**src/rtl/fifo_pkg.sv**
```systemverilog
// ---------------------------------------------------------------------------
// fifo_pkg
// Shared constants and types for the asynchronous FIFO and the logic that
// surrounds it. This includes the defaults and the FSM state type for the
// write-side arbiter.
//   DATA_WIDTH     : FIFO word width
//   ARB_NUM_REQ    : default number of write requesters
//   ARB_MAX_BURST  : default largest burst length accepted by the arbiter
//   arb_state_t    : arbiter FSM state encoding
//   arb_clamp_len  : limits a requested burst length to the arbiter maximum
// ---------------------------------------------------------------------------
package fifo_pkg;

  localparam int DATA_WIDTH    = 16;
  localparam int ARB_NUM_REQ   = 4;
  localparam int ARB_MAX_BURST = 16;

  typedef enum logic [1:0] {
    ARB_IDLE,
    ARB_BURST,
    ARB_DONE
  } arb_state_t;

  // Oversized requests are served as a maximum-length burst instead of
  // being rejected.
  function automatic int arb_clamp_len(input int len, input int max_len);
    return (len > max_len) ? max_len : len;
  endfunction

endpackage

```
**src/rtl/fifo_wr_arbiter_if.sv**
```systemverilog
// ---------------------------------------------------------------------------
// fifo_wr_arbiter_if
// Bundles the requester side and the FIFO write side of the write arbiter.
//   req       : per-requester burst request (level)
//   burst_len : per-requester burst length, sampled when the grant is issued
//   req_data  : word currently offered by each requester
//   full      : FIFO full flag in the write clock domain
//   wr_en     : FIFO write enable
//   data_in   : FIFO write data
//   grant     : one-hot owner of the write port for the whole burst
//   data_ack  : one-hot; the granted requester's word is written this cycle
//   done      : one-hot, single-cycle end-of-burst pulse
//   busy      : the arbiter is not idle
// Modports:
//   master : the arbiter, which drives the FIFO write port
//   slave  : the requesters and the FIFO, which drive the request side
// ---------------------------------------------------------------------------
interface fifo_wr_arbiter_if #(
  parameter int NUM_REQ = fifo_pkg::ARB_NUM_REQ,
  parameter int BL_W    = $clog2(fifo_pkg::ARB_MAX_BURST + 1)
);
  import fifo_pkg::*;

  logic [NUM_REQ-1:0]                 req;
  logic [NUM_REQ-1:0][BL_W-1:0]       burst_len;
  logic [NUM_REQ-1:0][DATA_WIDTH-1:0] req_data;
  logic                               full;
  logic                               wr_en;
  logic [DATA_WIDTH-1:0]              data_in;
  logic [NUM_REQ-1:0]                 grant;
  logic [NUM_REQ-1:0]                 data_ack;
  logic [NUM_REQ-1:0]                 done;
  logic                               busy;

  modport master (
    input  req, burst_len, req_data, full,
    output wr_en, data_in, grant, data_ack, done, busy
  );

  modport slave (
    output req, burst_len, req_data, full,
    input  wr_en, data_in, grant, data_ack, done, busy
  );

endinterface

```
**src/rtl/fifo_wr_arbiter_rr_pick.sv**
```systemverilog
// ---------------------------------------------------------------------------
// rr_pick
// Purely combinational round-robin priority select. It picks the first
// requester at or after index (last+1) mod N, scanning upward and wrapping.
//   req    : request vector
//   last   : index of the most recently served requester
//   winner : one-hot winner (all zero when nothing requests)
//   idx    : binary index of the winner
//   valid  : at least one request is present
// ---------------------------------------------------------------------------
module rr_pick #(
  parameter int N     = 4,
  parameter int IDX_W = (N > 1) ? $clog2(N) : 1
) (
  input  logic [N-1:0]     req,
  input  logic [IDX_W-1:0] last,
  output logic [N-1:0]     winner,
  output logic [IDX_W-1:0] idx,
  output logic             valid
);

  logic [IDX_W-1:0] start;
  logic [2*N-1:0]   req_dbl;
  logic [2*N-1:0]   win_dbl;
  logic [N-1:0]     rot_req;
  logic [N-1:0]     rot_win;

  genvar gi, gj;

  assign start   = (last >= IDX_W'(N - 1)) ? '0 : last + 1'b1;

  // Rotate so that the highest-priority requester sits at bit 0. Then
  // isolate the lowest set bit and rotate the result back.
  assign req_dbl = {req, req};
  assign rot_req = N'(req_dbl >> start);
  assign rot_win = rot_req & (~rot_req + 1'b1);
  assign win_dbl = {{N{1'b0}}, rot_win} << start;
  assign winner  = win_dbl[N-1:0] | win_dbl[2*N-1:N];
  assign valid   = |req;

  // One-hot to binary: index bit gi is the OR of all winner positions whose
  // index has bit gi set.
  for (gi = 0; gi < IDX_W; gi++) begin : g_enc
    logic [N-1:0] mask;
    for (gj = 0; gj < N; gj++) begin : g_mask
      assign mask[gj] = ((gj >> gi) & 1) != 0;
    end
    assign idx[gi] = |(winner & mask);
  end

endmodule

```
**src/rtl/fifo_wr_arbiter.sv**
```systemverilog
// ---------------------------------------------------------------------------
// fifo_wr_arbiter
// Write-side arbiter for the asynchronous FIFO. It grants the FIFO write port
// to one requester at a time for an atomic burst of 1..MAX_BURST words, in
// round-robin order. Each word is stalled individually while the FIFO is
// full, so burst words are never lost or interleaved.
//   clk_wr : write-domain clock
//   rst    : asynchronous, active-high reset (aborts a burst in flight)
//   bus    : fifo_wr_arbiter_if.master. Carries requests, burst lengths and
//            requester data; the FIFO full flag and write port; and the
//            grant, data_ack, done and busy status.
// ---------------------------------------------------------------------------
module fifo_wr_arbiter
  import fifo_pkg::*;
#(
  parameter int NUM_REQ   = ARB_NUM_REQ,
  parameter int MAX_BURST = ARB_MAX_BURST,
  parameter int BL_W      = $clog2(MAX_BURST + 1)
) (
  input  logic              clk_wr,
  input  logic              rst,
  fifo_wr_arbiter_if.master bus
);

  localparam int IDX_W = (NUM_REQ > 1) ? $clog2(NUM_REQ) : 1;

  arb_state_t         state_reg, state_next;
  logic [NUM_REQ-1:0] grant_reg, grant_next;
  logic [IDX_W-1:0]   g_reg, g_next;
  logic [IDX_W-1:0]   last_reg, last_next;
  logic [BL_W-1:0]    cnt_reg, cnt_next;

  logic [NUM_REQ-1:0] pick_onehot;
  logic [IDX_W-1:0]   pick_idx;
  logic               pick_valid;
  logic [BL_W-1:0]    pick_len;
  logic               wr_en_int;

  logic [NUM_REQ-1:0][DATA_WIDTH-1:0] data_masked;
  logic [DATA_WIDTH-1:0]              data_in_mux;
  logic [NUM_REQ-1:0]                 ack_vec;
  logic [NUM_REQ-1:0]                 done_vec;

  genvar gi, gb;

  rr_pick #(
    .N     (NUM_REQ),
    .IDX_W (IDX_W)
  ) u_rr_pick (
    .req    (bus.req),
    .last   (last_reg),
    .winner (pick_onehot),
    .idx    (pick_idx),
    .valid  (pick_valid)
  );

  assign pick_len  = BL_W'(arb_clamp_len(int'(bus.burst_len[pick_idx]), MAX_BURST));

  // full gates the write in the same cycle. While the write is stalled, cnt
  // holds and data_ack stays low, so the requester keeps its word.
  assign wr_en_int = (state_reg == ARB_BURST) && !bus.full;

  always_ff @(posedge clk_wr or posedge rst) begin
    if (rst) begin
      state_reg <= ARB_IDLE;
      grant_reg <= '0;
      g_reg     <= '0;
      cnt_reg   <= '0;
      last_reg  <= IDX_W'(NUM_REQ - 1);
    end else begin
      state_reg <= state_next;
      grant_reg <= grant_next;
      g_reg     <= g_next;
      cnt_reg   <= cnt_next;
      last_reg  <= last_next;
    end
  end

  always_comb begin
    state_next = state_reg;
    grant_next = grant_reg;
    g_next     = g_reg;
    cnt_next   = cnt_reg;
    last_next  = last_reg;
    unique case (state_reg)
      ARB_IDLE: begin
        if (pick_valid) begin
          grant_next = pick_onehot;
          g_next     = pick_idx;
          cnt_next   = pick_len;
          // A zero-length request still closes with a done pulse, so the
          // requester sees its request retired.
          state_next = (pick_len == '0) ? ARB_DONE : ARB_BURST;
        end
      end
      ARB_BURST: begin
        if (wr_en_int) begin
          cnt_next = cnt_reg - 1'b1;
          if (cnt_reg == BL_W'(1)) begin
            state_next = ARB_DONE;
          end
        end
      end
      ARB_DONE: begin
        last_next  = g_reg;
        grant_next = '0;
        state_next = ARB_IDLE;
      end
      default: begin
        state_next = ARB_IDLE;
      end
    endcase
  end

  // The data mux is steered by the registered grant. With no grant it
  // outputs zero.
  for (gi = 0; gi < NUM_REQ; gi++) begin : g_req
    assign data_masked[gi] = grant_reg[gi] ? bus.req_data[gi] : '0;
    assign ack_vec[gi]     = grant_reg[gi] & wr_en_int;
    assign done_vec[gi]    = grant_reg[gi] & (state_reg == ARB_DONE);
  end

  for (gb = 0; gb < DATA_WIDTH; gb++) begin : g_data_bit
    logic [NUM_REQ-1:0] col;
    for (gi = 0; gi < NUM_REQ; gi++) begin : g_col
      assign col[gi] = data_masked[gi][gb];
    end
    assign data_in_mux[gb] = |col;
  end

  assign bus.wr_en    = wr_en_int;
  assign bus.data_in  = data_in_mux;
  assign bus.grant    = grant_reg;
  assign bus.data_ack = ack_vec;
  assign bus.done     = done_vec;
  assign bus.busy     = (state_reg != ARB_IDLE);

endmodule

```
**src/flat_wrapper.sv**
```systemverilog
// flat-port wrapper written by rule: the top's interface ports become plain ports
module fifo_wr_arbiter_flat import fifo_pkg::*;
#(
  parameter int NUM_REQ   = ARB_NUM_REQ,
  parameter int MAX_BURST = ARB_MAX_BURST,
  parameter int BL_W      = $clog2(MAX_BURST + 1)
)
  (clk_wr, rst, bus_req, bus_burst_len, bus_req_data, bus_full, bus_wr_en, bus_data_in, bus_grant, bus_data_ack, bus_done, bus_busy);
  fifo_wr_arbiter_if #(.NUM_REQ(NUM_REQ), .BL_W(BL_W)) bus_i ();
  input  logic clk_wr;
  input  logic rst;
  input wire logic [$bits(bus_i.req)-1:0] bus_req;
  input wire logic [$bits(bus_i.burst_len)-1:0] bus_burst_len;
  input wire logic [$bits(bus_i.req_data)-1:0] bus_req_data;
  input wire logic [$bits(bus_i.full)-1:0] bus_full;
  output wire logic [$bits(bus_i.wr_en)-1:0] bus_wr_en;
  output wire logic [$bits(bus_i.data_in)-1:0] bus_data_in;
  output wire logic [$bits(bus_i.grant)-1:0] bus_grant;
  output wire logic [$bits(bus_i.data_ack)-1:0] bus_data_ack;
  output wire logic [$bits(bus_i.done)-1:0] bus_done;
  output wire logic [$bits(bus_i.busy)-1:0] bus_busy;
  assign bus_i.req = bus_req;
  assign bus_i.burst_len = bus_burst_len;
  assign bus_i.req_data = bus_req_data;
  assign bus_i.full = bus_full;
  assign bus_wr_en = bus_i.wr_en;
  assign bus_data_in = bus_i.data_in;
  assign bus_grant = bus_i.grant;
  assign bus_data_ack = bus_i.data_ack;
  assign bus_done = bus_i.done;
  assign bus_busy = bus_i.busy;
  fifo_wr_arbiter #(.NUM_REQ(NUM_REQ), .MAX_BURST(MAX_BURST), .BL_W(BL_W)) u_core (.clk_wr(clk_wr), .rst(rst), .bus(bus_i));
endmodule
```
**config.mk**
```make
export PLATFORM = sky130hd
export DESIGN_NAME = fifo_wr_arbiter_flat
export DESIGN_NICKNAME = d
export VERILOG_FILES = /design/src/rtl/fifo_pkg.sv /design/src/rtl/fifo_wr_arbiter_if.sv /design/src/rtl/fifo_wr_arbiter_rr_pick.sv /design/src/rtl/fifo_wr_arbiter.sv /design/src/flat_wrapper.sv
export SDC_FILE = /design/constraint.sdc
export NUM_CORES = 1
export LEC_CHECK = 0
export ABC_AREA = 1
export CAP_MARGIN = 20
export CORE_AREA = 2 2 81 83
export CTS_CLUSTER_SIZE = 16
export DETAILED_ROUTE_END_ITERATION = 10
export DIE_AREA = 0 0 83 85
export PLACE_DENSITY_LB_ADDON = 0.12
export SYNTH_ARGS = -nofsm -noshare
export SYNTH_HDL_FRONTEND = slang
export SYNTH_HIERARCHICAL = 1
export SYNTH_SLANG_ARGS = --single-unit
```
**constraint.sdc**
```tcl
create_clock -name clk_wr -period 5.75 [get_ports clk_wr]
set_input_delay 1.15 -clock clk_wr [delete_from_list [all_inputs] [get_ports clk_wr]]
set_output_delay 1.15 -clock clk_wr [all_outputs]
set_load 0.01 [all_outputs]
```
======== After elaboration in Yosys (flattened, before gate mapping) ========
Cells that the tools add are included.
word-level totals
  bits in registers ....................... 15
  input port bits ......................... 91
  output and inout port bits .............. 30
cells by class
  add/sub/neg operators ................... 3
  magnitude comparators ................... 3
  equality and inequality tests ........... 6
  shifts and indexed selects .............. 2
  mux-type cells .......................... 18
  bitwise gates (word level) .............. 11
  reduce and logical (&&, ||, !) cells .... 30
operators with widths
  cell                                                   number
  OR reduction 4 bit                                     17
  2-to-1 mux 16 bit                                      4
  2-to-1 mux 5 bit                                       4
  binary-select mux 5 bit (select 2 bit)                 1
  2-to-1 mux 2 bit                                       5
  one-hot mux 5 bit (2 select lines)                     1
  AND 1 bit                                              8
  one-hot mux 4 bit (2 select lines)                     1
  << shifter 4 x 2 -> 8 bit                              1
  >> shifter 8 x 2 -> 4 bit                              1
  AND reduction 3 bit                                    2
  nonzero test 2 bit                                     3
  == test 5 x 1 -> 1 bit, second input constant          1
  greater-than comparator 5 bit, second input constant   1
  logical NOT 5 bit                                      1
  subtractor 5 x 1 -> 5 bit, second input constant       1
  adder 4 x 1 -> 4 bit, second input constant            1
  AND 4 bit                                              1
  2-to-1 mux 4 bit                                       1
  inequality test 2 x 1 -> 1 bit, second input constant  2
  inverter 4 bit                                         1
  OR 4 bit                                               1
  one-hot mux 2 bit (2 select lines)                     1
  AND reduction 2 bit                                    2
  other kinds (10)                                       11

======== Logic depth before layout (Yosys ltp) ========
Gate-level depths: netlist of the first run.
  word-level depth ........................ 17
  gate-level depth with buffers ........... 22
  gate-level depth less buffers ........... 20

======== By module ========
The synthesis of the first run kept the hierarchy.
modules (own cells, without submodules)
  module           instances  cells an instance  area an instance (um^2)  sequential area each (um^2)
  fifo_wr_arbiter  1          230                1363.8                   377.9
  rr_pick          1          77                 415.4                    0.0

======== Worst setup path after synthesis of the first run ========
Ideal clock, no wire load.
  path type ............................... input -> register
  from .................................... in bus_req[1]
  to ...................................... reg u_core.state_reg[0]
  library setup time ...................... 125 ps
  data arrival time ....................... 2650 ps
  setup slack ............................. 2975 ps
  stages on the path ...................... 18
  buffers on the path ..................... 0
  path through ............................ inv_1 nand2_1 nand3_1 nand2_4 nor2_4 inv_1 nand3_2 nand2_1 nand2_1 nand2_1 inv_1 nand3_1 nand2_1 nand2_1 nor2_1 nand3_1 nand2_1 o21ai_1
on the way
  longest elaborated chain between the ends .. 15
RTL lines
  element                                     RTL line                       text
  from (decl)                                 flat_wrapper.sv:12             input wire logic [$bits(bus_i.req)-1:0] bus_req;
  >> shifter 8 x 2 -> 4 bit (*)               fifo_wr_arbiter_rr_pick.sv:35  assign rot_req = N'(req_dbl >> start);
  inverter 4 bit                              fifo_wr_arbiter_rr_pick.sv:36  assign rot_win = rot_req & (~rot_req + 1'b1);
  adder 4 x 1 -> 4 bit                        fifo_wr_arbiter_rr_pick.sv:36
  AND 4 bit (*)                               fifo_wr_arbiter_rr_pick.sv:36
  << shifter 4 x 2 -> 8 bit (*)               fifo_wr_arbiter_rr_pick.sv:37  assign win_dbl = {{N{1'b0}}, rot_win} << start;
  OR 4 bit (*)                                fifo_wr_arbiter_rr_pick.sv:38  assign winner = win_dbl[N-1:0] | win_dbl[2*N-1:N];
  OR reduction 2 bit (*)                      fifo_wr_arbiter_rr_pick.sv:48  assign idx[gi] = |(winner & mask);
  named net u_core.pick_idx[1]                fifo_wr_arbiter.sv:34          logic [IDX_W-1:0] pick_idx;
  binary-select mux 5 bit (select 2 bit) (*)  fifo_wr_arbiter.sv:57          assign pick_len = BL_W'(arb_clamp_len(int'(bus.burst_len[pick_idx]), MAX_BURST));
  2-to-1 mux 5 bit (implied by the code) (*)  fifo_wr_arbiter.sv:57
  greater-than comparator 5 bit               fifo_pkg.sv:27                 return (len > max_len) ? max_len : len;
  2-to-1 mux 5 bit (*)                        fifo_pkg.sv:27
  logical NOT 5 bit (*)                       fifo_wr_arbiter.sv:93          state_next = (pick_len == '0) ? ARB_DONE : ARB_BURST;
  2-to-1 mux 2 bit (*)                        fifo_wr_arbiter.sv:93
  2-to-1 mux 2 bit (*)                        fifo_wr_arbiter.sv:87          if (pick_valid) begin
  one-hot mux 2 bit (2 select lines) (*)      fifo_wr_arbiter.sv:85          unique case (state_reg)
  to (signal assigned)                        fifo_wr_arbiter.sv:71          state_reg <= state_next;
  to (decl)                                   fifo_wr_arbiter.sv:27          arb_state_t state_reg, state_next;
Mark *: on every way through the listed nets, which the timed path passes. The rest lies on a longest branch. The select of a mux whose other input is x is not followed.
A chain may end at the register's enable or synchronous reset.

======== Final worst setup path of the first run ========
  from .................................... in bus_full
  to ...................................... out bus_data_ack[1]
on the way
  longest elaborated chain between the ends .. 3
RTL lines
  element            RTL line                text
  from (decl)        flat_wrapper.sv:15      input wire logic [$bits(bus_i.full)-1:0] bus_full;
  logical NOT 1 bit  fifo_wr_arbiter.sv:61   assign wr_en_int = (state_reg == ARB_BURST) && !bus.full;
  logical AND 1 bit  fifo_wr_arbiter.sv:61
  AND 1 bit          fifo_wr_arbiter.sv:119  assign ack_vec[gi] = grant_reg[gi] & wr_en_int;
  to (decl)          flat_wrapper.sv:19      output wire logic [$bits(bus_i.data_ack)-1:0] bus_data_ack;
No other way between the ends.

==> impl_metrics.py, run 1 <==
metrics = {
    "run_status": {
        "status": "finished clean",
    },
    "power": {
        "clockPowerShare_pct": 5.1,
        "p_per_area_mw_per_mm2": 564.3,
        "ir_worst_vdd_v": 0.0003623,
        "seqPwrFrac_pct": 14.3,
        "p_int_uw": 762.3,
        "p_switching_uw": 951.2,
        "p_sw_share_pct": 55.51,
        "leakagePower_nw": 1.358,
        "p_comb_share_pct": 80.6,
    },
    "setup_path": {
        "cp_max_fo": 6,
        "cpPeakStageDelay_ps": 550,
        "critical-path-slowest-cell": "clkdlybuf4s50_1",
        "end_kind": "output port",
        "crit_path_start_kind": "input port",
        "critPathRequiredTime_ps": 4600,
        "worst_path_most_repeated_cell": "clkdlybuf4s50_1",
        "crit_chain": "clkdlybuf4s50_1 > inv_1 > nand2_2 > nor2_1 > clkdlybuf4s50_1",
        "crit_arrival_ps": 2460,
        "critPathKind": "input port to output port",
    },
    "clock_network": {
        "cts_tree": "yes",
        "h-tree-depth": 1,
        "postCtsSetupRepairBufs": 0,
        "cts.sinks": 15,
        "clk_pin_slew_ps": 60,
        "insertion_delay_ps": 250,
        "cts_buffers": 3,
        "clockBufferDepth": 2,
        "cts_resized": 0,
        "cts_root_buf": "clkbuf_8",
        "cts_hold_buf": 0,
    },
    "yosys": {
        "yosysSeqAreaShare_pct": 21.24,
        "ys_top_cells_by_area": "nand2_1 27%, dfrtp_1 18%, nand3_1 7.9%",
        "yosysWarnings": 6,
        "syn_area_sq_mm": 0.001779,
        "synth_cell_types": 28,
        "synth_area_leader_cell": "nand2_1",
        "synth_seq_cells": 15,
        "postSynthCellCount": 307,
        "yosys.area.top_type_share_pct": 27.43,
        "synth_nets": 401,
        "syn_avg_cell_area_sq_um": 5.795,
    },
    "timing": {
        "clock_skew_ps": 3.287,
        "finalHoldViolCount": 0,
        "fmax_mhz": 277.0,
        "finalSetupViolCount": 0,
        "fin_crit_sh_pct": 62.79,
        "grt_setup_unrepaired": "no",
        "worst_pin_slew_ps": 653.1,
        "setup_tns_ps": 0,
        "slew-limit-headroom_pct": 56.46,
        "fin_crit_ps": 3610,
        "maxSlewViolCount": 0,
    },
    "finish": {
        "diodes": 0,
        "stdcell_area_sq_mm": 0.003037,
        "final_nets": 513,
        "final_cell_count_no_fill": 495,
        "mostFrequentLayoutCell": "nand2_1",
        "final_cell_mix": "130 x nand2_1, 120 x clkdlybuf4s50_1, 30 x inv_1",
        "largest_register_ffs": 5,
        "nFillCells": 625,
        "multi_input_area_sq_mm": 0.001189,
        "seq_area_sq_um": 377.9,
        "drive_gt1_share_pct": 7.895,
        "syn2layout_area_growth_pct": 70.68,
    },
    "global_route": {
        "grt_first_pass_wirelength_microns": 10540,
        "grt_max_degree": 19,
        "grtUsageTotal_pct": 17.90,
        "grt_overflow": 0,
        "grt_pass1_vias": 2143,
        "antenna_found_initial": 0,
    },
    "routing": {
        "dr.pass1.iters": 4,
        "drc_errors": 0,
        "viasPerCell": 4.760,
        "met1_length_microns": 2948,
        "maxUsedRoutingLayer": "met4",
        "ant_nets": 0,
        "wl_met3_microns": 389,
        "wl_met2_microns": 3019,
        "drtIter0Drc": 118,
        "wl_microns": 6413,
        "wl_per_cell_microns": 12.96,
        "vias": 2356,
    },
    "die": {
        "ioPinCount": 121,
        "initial_utilization_pct": 28.68,
        "core_area_sq_mm": 0.006205,
        "die_h_microns": 85,
        "dieArea_sq_mm": 0.007055,
        "die_w_microns": 83,
        "rows": 29,
    },
    "placed_design": {
        "port_buffers": 120,
        "place_inst": 491,
        "place_hpwl_microns": 5140,
        "gp_congestion": 0.8381,
        "place_area_sq_mm": 0.002990,
    },
    "flow_run": {
        "drv_cap": 0,
    },
    "worst_hold_path": {
        "min_path_type": "flip-flop to flip-flop",
    },
}
==> layout make-up <==
type	count	share of cell area [%]
tap	77	3.173
inverter	33	4.162
clock inverter	1	0.1648
clock buffer	3	1.360
sequential	15	12.44
timing repair buffer	120	39.55
multi-input combinational	246	39.14
==> Yosys cell counts <==
master / number
nand2_2: 10
and2_1: 1
nor2_4: 2
buf_6: 5
inv_4: 1
o211ai_2: 2
nand2_1: 130
ha_1: 3
mux2_2: 2
inv_1: 30
nand4_1: 18
nand3_1: 28
inv_2: 2
clkbuf_1: 8
dfrtp_1: 13
dfstp_2: 2
o22ai_1: 1
a21oi_2: 1
nor3_1: 2
nor2_2: 1
o21ai_1: 4
nand3_2: 5
a22oi_1: 1
nor2_1: 16
a21oi_1: 6
nand2_4: 1
o21ai_0: 11
a31oi_1: 1
==> stage by stage <==
stage	setup WS, ps	hold slack, ps	total power, mW	utilization (%)
after detailed placement	2136	489.5	1.631	48.20
after floorplan	2975	449.2	1.272	-
final	2140	500.4	1.713	48.94
after global routing	2039	547.5	1.928	48.94
after global placement	2139	481.0	1.616	48.20
after CTS	2120	504.9	1.724	48.94
==> power by group through the flow <==
stage | logic [mW] | registers, mW | clock network (mW)
final | 1.38 | 0.246 | 0.0868
after global placement | 1.37 | 0.249 | 0
after detailed placement | 1.38 | 0.249 | 0
after CTS | 1.39 | 0.247 | 0.0908
after floorplan | 1.08 | 0.192 | 0
after global routing | 1.58 | 0.256 | 0.0970
==> worst max-delay path, delay by kind of cell <==
| kind | cells | cell delay [ps] |
|---|---|---|
| buffers and inverters | 3 | 1040 |
| and+or+nand+nor | 2 | 260 |
==> layer usage <==
metal	track usage, %	vias to the layer above
met1	24.26	1042
met2	30.35	95
met4	4.471	0
met5	0	-
li1	-	1214
met3	2.237	5
==> cell families after synthesis <==
kind of cell | Yosys count | share of synthesized area (%)
AOI/OAI and AO/OA | 27 | 8.932
adders and majority gates | 3 | 2.110
buffers and inverters | 46 | 11.96
DFF | 15 | 21.24
muxes | 2 | 1.266
and+or+nand+nor | 214 | 54.50
==> path summary, 6_finish.rpt <==
| check | startpoint | to | slack, ps | depth (start not counted) |
|---|---|---|---|---|
| worst max register to register | u_core/last_reg[0] | u_core/state_reg[0] | 2780 | 19 |
| max in group asynchronous | rst | u_core/last_reg[0] | 4130 | 2 |
| worst min register to register | u_core/g_reg[0] | u_core/g_reg[0] | 500 | 2 |
| min in group asynchronous | rst | u_core/cnt_reg[1] | 1250 | 2 |
| worst min-delay path | u_core/g_reg[0] | u_core/g_reg[0] | 500 | 2 |
| worst max-delay path | bus_full | bus_data_ack[1] | 2140 | 5 |
(Power assumes the default switching activity.)
==> inputs of run 2 (changes only) <==
==> constraint.sdc (replaced) <==
create_clock -name clk_wr -period 3.4 [get_ports clk_wr]
set_input_delay 0.68 -clock clk_wr [delete_from_list [all_inputs] [get_ports clk_wr]]
set_output_delay 0.68 -clock clk_wr [all_outputs]
set_load 0.01 [all_outputs]
==> impl_metrics.py, run 2 (synthesis gave the netlist of run 1 again) <==
metrics = {
    "placed_design": {
        "place_hpwl_microns": 5142,
        "gp_congestion": 0.8329,
        "port_buffers": 120,
    },
    "timing": {
        "fin_crit_sh_pct": 87.51,
        "slew-limit-headroom_pct": 55.81,
        "fmax_mhz": 336.1,
        "finalHoldViolCount": 0,
        "finalSetupViolCount": 0,
        "grt_setup_unrepaired": "no",
        "worst_pin_slew_ps": 662.8,
        "maxSlewViolCount": 0,
        "clock_skew_ps": 4.237,
        "setup_tns_ps": 0,
        "fin_crit_ps": 2975,
    },
    "finish": {
        "final_nets": 513,
        "mostFrequentLayoutCell": "nand2_1",
        "largest_register_ffs": 5,
        "final_cell_mix": "130 x nand2_1, 120 x clkdlybuf4s50_1, 30 x inv_1",
        "diodes": 0,
        "syn2layout_area_growth_pct": 70.68,
        "nFillCells": 641,
        "drive_gt1_share_pct": 7.895,
        "utilization_pct": 48.94,
    },
    "die": {
        "dieArea_sq_mm": 0.007055,
        "rows": 29,
        "die_h_microns": 85,
        "core_area_sq_mm": 0.006205,
        "ioPinCount": 121,
        "die_w_microns": 83,
        "initial_utilization_pct": 28.68,
    },
    "setup_path": {
        "cp_max_fo": 12,
        "r2r_setup_slack_ps": 420,
        "critPathRequiredTime_ps": 3530,
        "r2r-start": "u_core/last_reg[0]",
        "rr_endpoint": "u_core/state_reg[0]",
        "crit_chain": "ha_1 > inv_2 > nand3_1 > nand2_4 > nor2_4 > inv_1 > nand3_2 > nand2_1 > nand2_1 > nand2_1 > inv_1 > nand3_1 > nand2_1 > nand2_1 > nor2_1 > nand3_1 > nand2_1 > o21ai_1",
        "critical-path-slowest-cell": "dfstp_2",
        "critPathKind": "flip-flop to flip-flop",
        "end_kind": "flip-flop",
        "crit_arrival_ps": 3110,
        "cpPeakStageDelay_ps": 560,
        "reg2regPathDepth": 18,
        "worst_path_most_repeated_cell": "nand2_1",
        "crit_path_start_kind": "flip-flop",
    },
    "clock_network": {
        "clk_pin_slew_ps": 70,
        "cts.sinks": 15,
        "cts_hold_buf": 0,
        "cts_buffers": 3,
        "cts_tree": "yes",
        "h-tree-depth": 1,
        "postCtsSetupRepairBufs": 0,
        "cts_resized": 0,
        "insertion_delay_ps": 250,
        "cts_root_buf": "clkbuf_8",
        "clockBufferDepth": 2,
    },
    "routing": {
        "dr.pass1.iters": 4,
        "ant_nets": 0,
        "drc_errors": 0,
        "wl_per_cell_microns": 13.13,
        "vias": 2340,
        "drtIter0Drc": 145,
        "viasPerCell": 4.727,
        "wl_microns": 6497,
    },
    "power": {
        "p_comb_share_pct": 80.5,
        "clockPowerShare_pct": 5.1,
        "leakagePower_nw": 1.358,
        "p_sw_share_pct": 55.46,
        "p_int_mw": 1.289,
        "p_per_area_mw_per_mm2": 953.0,
        "p_switching_mw": 1.605,
        "ir_worst_vdd_v": 0.0007160,
        "seqPwrFrac_pct": 14.4,
    },
    "global_route": {
        "grt_util_met3_pct": 2.918,
        "grtUsageTotal_pct": 18.45,
        "grt_overflow": 0,
        "use_met2_pct": 30.94,
        "grt_pass1_vias": 2132,
        "antenna_found_initial": 0,
        "busiest_layer": "met2",
        "grt_max_degree": 19,
        "grt_first_pass_wirelength_microns": 10810,
        "use_met1_pct": 25.21,
    },
    "flow_run": {
        "drv_cap": 0,
    },
    "run_status": {
        "status": "finished clean",
    },
    "worst_hold_path": {
        "min-delay-start": "u_core/g_reg[1]",
        "min_to": "u_core/g_reg[1]",
        "whs_path_depth": 2,
        "min_path_type": "flip-flop to flip-flop",
    },
}
[run 2: cell counts in the layout (fill, tap and decap cells not counted)]
Identical to the previous run, type by type.
[run 2: power by group through the flow]
stage | Clock [mW] | Combinational [mW] | Sequential (mW)
2_1_floorplan | 0 | 1.83 | 0.325
3_3_place_gp | 0 | 2.30 | 0.421
3_5_place_dp | 0 | 2.32 | 0.420
4_1_cts | 0.150 | 2.34 | 0.416
5_1_grt | 0.159 | 2.66 | 0.432
6_report | 0.147 | 2.33 | 0.416
[run 2: how the worst max path moves through the flow]
stage,start,to,slack (ps),cells after the start
2_1_floorplan,u_core/last_reg[0],u_core/state_reg[0],990,21
3_3_place_gp,bus_req[1],u_core/state_reg[0],290,19
3_5_place_dp,bus_req[1],u_core/state_reg[0],280,19
4_1_cts,u_core/last_reg[0],u_core/state_reg[0],430,18
5_1_grt,u_core/last_reg[0],u_core/state_reg[0],60,18
6_report,u_core/last_reg[0],u_core/state_reg[0],420,18
[run 2: cell type report]
cell class                 count  area, sq um  share of cell area, %
clock buffer                   3        41.29                  1.360
sequential                    15        377.9                  12.44
timing repair buffer         120         1201                  39.55
tap                           77        96.34                  3.173
clock inverter                 1        5.005                 0.1648
inverter                      33        126.4                  4.162
multi-input combinational    246         1189                  39.14
[run 2: metal layers]
metal	share of wire, %	wire [microns]	vias to the layer above
met5	0	0	-
met4	0.43	28	0
met3	5.3	347	4
met2	47	3082	86
met1	47	3039	1037
li1	-	-	1213
[run 2: per-stage QoR]
step / power (mW) / cells / instance area (sq um) / hold slack (ps) / setup slack [ps]
4_1_cts: 2.904 / 495 / 3037 / 498.9 / 431.1
3_5_place_dp: 2.744 / 491 / 2990 / 483.1 / 282.8
5_1_grt: 3.256 / 495 / 3037 / 526.7 / 60.67
3_3_place_gp: 2.724 / 491 / 2990 / 474.8 / 291.7
6_report: 2.894 / 495 / 3037 / 496.1 / 424.8
2_1_floorplan: 2.151 / 307 / 1779 / 449.2 / 990.7
[run 2: worst max-delay path, delay by kind of cell (launching register included)]
kind / cells / cell delay [ps]
buffers and inverters: 3 / 450
AOI/OAI and AO/OA: 1 / 60
DFF: 1 / 560
adders and majority gates: 1 / 410
and+or+nand+nor: 13 / 1360
==> inputs of run 3 (changes only) <==
--- a/config.mk
+++ b/config.mk
@@ -7,10 +7,10 @@
 export LEC_CHECK = 0
 export ABC_AREA = 1
 export CAP_MARGIN = 20
-export CORE_AREA = 2 2 81 83
+export CORE_AREA = 3 3 82 84
 export CTS_CLUSTER_SIZE = 16
 export DETAILED_ROUTE_END_ITERATION = 10
-export DIE_AREA = 0 0 83 85
+export DIE_AREA = 0 0 85 87
 export PLACE_DENSITY_LB_ADDON = 0.12
 export SYNTH_ARGS = -nofsm -noshare
 export SYNTH_HDL_FRONTEND = slang
==> constraint.sdc (replaced) <==
create_clock -name clk_wr -period 3.4 [get_ports clk_wr]
set_input_delay 0.51 -clock clk_wr [delete_from_list [all_inputs] [get_ports clk_wr]]
set_output_delay 0.51 -clock clk_wr [all_outputs]
set_load 0.01 [all_outputs]
==> impl_metrics.py, run 3 (synthesis gave the netlist of run 1 again) <==
metrics = {
    "routing": {
        "dr.pass1.iters": 4,
        "vias": 2324,
        "drc_errors": 0,
        "ant_nets": 0,
        "drtIter0Drc": 78,
        "wl_per_cell_microns": 13.04,
        "wl_microns": 6429,
        "viasPerCell": 4.714,
    },
    "timing": {
        "worst_pin_slew_ps": 628.6,
        "clock_skew_ps": 4.636,
        "fin_crit_ps": 2999,
        "fin_crit_sh_pct": 88.22,
        "holdWs_ps": 489.6,
        "finalHoldViolCount": 0,
        "setup_tns_ps": 0,
        "maxSlewViolCount": 0,
        "grt_setup_unrepaired": "no",
        "fmax_mhz": 333.4,
        "slew-limit-headroom_pct": 58.09,
        "finalSetupViolCount": 0,
    },
    "setup_path": {
        "critPathRequiredTime_ps": 3540,
        "r2r_setup_slack_ps": 400,
        "crit_path_start_kind": "flip-flop",
        "worst_path_most_repeated_cell": "nand2_1",
        "crit_buf_inv": 2,
        "reg2regPathDepth": 19,
        "cp_max_fo": 12,
        "rr_endpoint": "u_core/state_reg[0]",
        "crit_arrival_ps": 3140,
        "end_kind": "flip-flop",
        "critPathKind": "flip-flop to flip-flop",
        "path_depth": 19,
        "critical-path-slowest-cell": "nor2_2",
        "r2r-start": "u_core/last_reg[0]",
        "crit_chain": "ha_1 > nor2_2 > nand2_1 > nand3_1 > nand2_4 > nor2_4 > inv_1 > nand3_2 > nand2_1 > nand2_1 > nand2_1 > inv_1 > nand3_1 > nand2_1 > nand2_1 > nor2_1 > nand3_1 > nand2_1 > o21ai_1",
        "cpPeakStageDelay_ps": 410,
        "cp_top_family": "simple AND/OR/NAND/NOR gates",
    },
    "clock_network": {
        "cts_tree": "yes",
        "cts_buffers": 3,
        "cts.sinks": 15,
        "clk_pin_slew_ps": 70,
        "cts_resized": 0,
        "cts_root_buf": "clkbuf_8",
        "postCtsSetupRepairBufs": 0,
        "h-tree-depth": 1,
        "clockBufferDepth": 2,
        "insertion_delay_ps": 260,
        "cts_hold_buf": 0,
    },
    "die": {
        "rows": 28,
        "die_h_microns": 87,
        "dieArea_sq_mm": 0.007395,
        "die_w_microns": 85,
        "ioPinCount": 121,
        "core_area_sq_mm": 0.005991,
        "initial_utilization_pct": 29.70,
    },
    "power": {
        "p_per_area_mw_per_mm2": 950.0,
        "ir_worst_vdd_v": 0.0007420,
        "clockPowerShare_pct": 5.3,
        "p_int_mw": 1.290,
        "p_switching_mw": 1.595,
        "p_sw_share_pct": 55.29,
        "leakagePower_nw": 1.355,
        "p_comb_share_pct": 80.5,
        "seqPwrFrac_pct": 14.2,
    },
    "finish": {
        "stdcell_area_sq_mm": 0.003037,
        "largest_register_ffs": 5,
        "diodes": 0,
        "syn2layout_area_growth_pct": 70.68,
        "final_nets": 513,
        "drive_gt1_share_pct": 7.895,
        "mostFrequentLayoutCell": "nand2_1",
        "final_cell_mix": "130 x nand2_1, 120 x clkdlybuf4s50_1, 30 x inv_1",
    },
    "global_route": {
        "grt_max_degree": 19,
        "grt_overflow": 0,
        "grtUsageTotal_pct": 17.32,
        "grt_pass1_vias": 2175,
        "grt_first_pass_wirelength_microns": 10640,
        "antenna_found_initial": 0,
    },
    "placed_design": {
        "port_buffers": 120,
        "place_area_sq_mm": 0.002988,
        "place_hpwl_microns": 5158,
        "gp_congestion": 0.8379,
    },
    "worst_hold_path": {
        "min_path_type": "flip-flop to flip-flop",
        "min-delay-start": "u_core/g_reg[0]",
        "min_to": "u_core/g_reg[0]",
        "whs_path_depth": 2,
    },
    "run_status": {
        "status": "finished clean",
    },
    "flow_run": {
        "drv_cap": 0,
    },
}
[run 3: power groups by stage]
stage,registers (mW),clock network (mW),logic (mW)
floorplan,0.325,0,1.83
global route,0.433,0.166,2.65
detailed placement,0.417,0,2.32
global placement,0.416,0,2.29
finish,0.411,0.153,2.32
CTS,0.414,0.157,2.33
[run 3: area by class of cell]
type                    instances  area, sq um
fillers                       602         2954
repair buffers                120         1201
multi-input cells             246         1189
flip-flops and latches         15        377.9
inverters                      33        126.4
well taps                      75        93.84
clock buffers                   3        41.29
clock inverters                 1        7.507
[run 3: worst max-delay path by stage]
stage,startpoint,end,slack (ps)
after floorplan,u_core/last_reg[0],u_core/state_reg[0],990
after global placement,bus_req[1],u_core/state_reg[0],470
after detailed placement,bus_req[1],u_core/state_reg[0],410
after CTS,u_core/last_reg[0],u_core/state_reg[0],420
after global routing,u_core/last_reg[0],u_core/state_reg[0],80
final,u_core/last_reg[0],u_core/state_reg[0],400
[run 3: layer usage]
| metal | vias to the layer above | wire [microns] | GRT usage [%] |
|---|---|---|---|
| met1 | 989 | 2833 | 22.11 |
| li1 | 1208 | - | - |
| met3 | 4 | 565 | 2.554 |
| met2 | 123 | 2963 | 30.58 |
| met4 | 0 | 67 | 4.317 |
| met5 | - | 0 | 0 |
[run 3: worst register-to-register path, delay by kind of cell, from the launching register on]
family,cells,cell delay [ps]
buf+inv,2,300
flops,1,390
simple gates,15,1930
compound gates,1,50
fa+ha+maj,1,210
[run 3: per-stage QoR]
| step | total power, mW | instances | utilization, % | worst slack (ps) |
|---|---|---|---|---|
| floorplan | 2.151 | 307 | - | 990.7 |
| global placement | 2.710 | 489 | 49.87 | 469.7 |
| detailed placement | 2.740 | 489 | 49.87 | 409.2 |
| CTS | 2.899 | 493 | 50.69 | 416.7 |
| global route | 3.246 | 493 | 50.69 | 78.41 |
| finish | 2.885 | 493 | 50.69 | 400.6 |
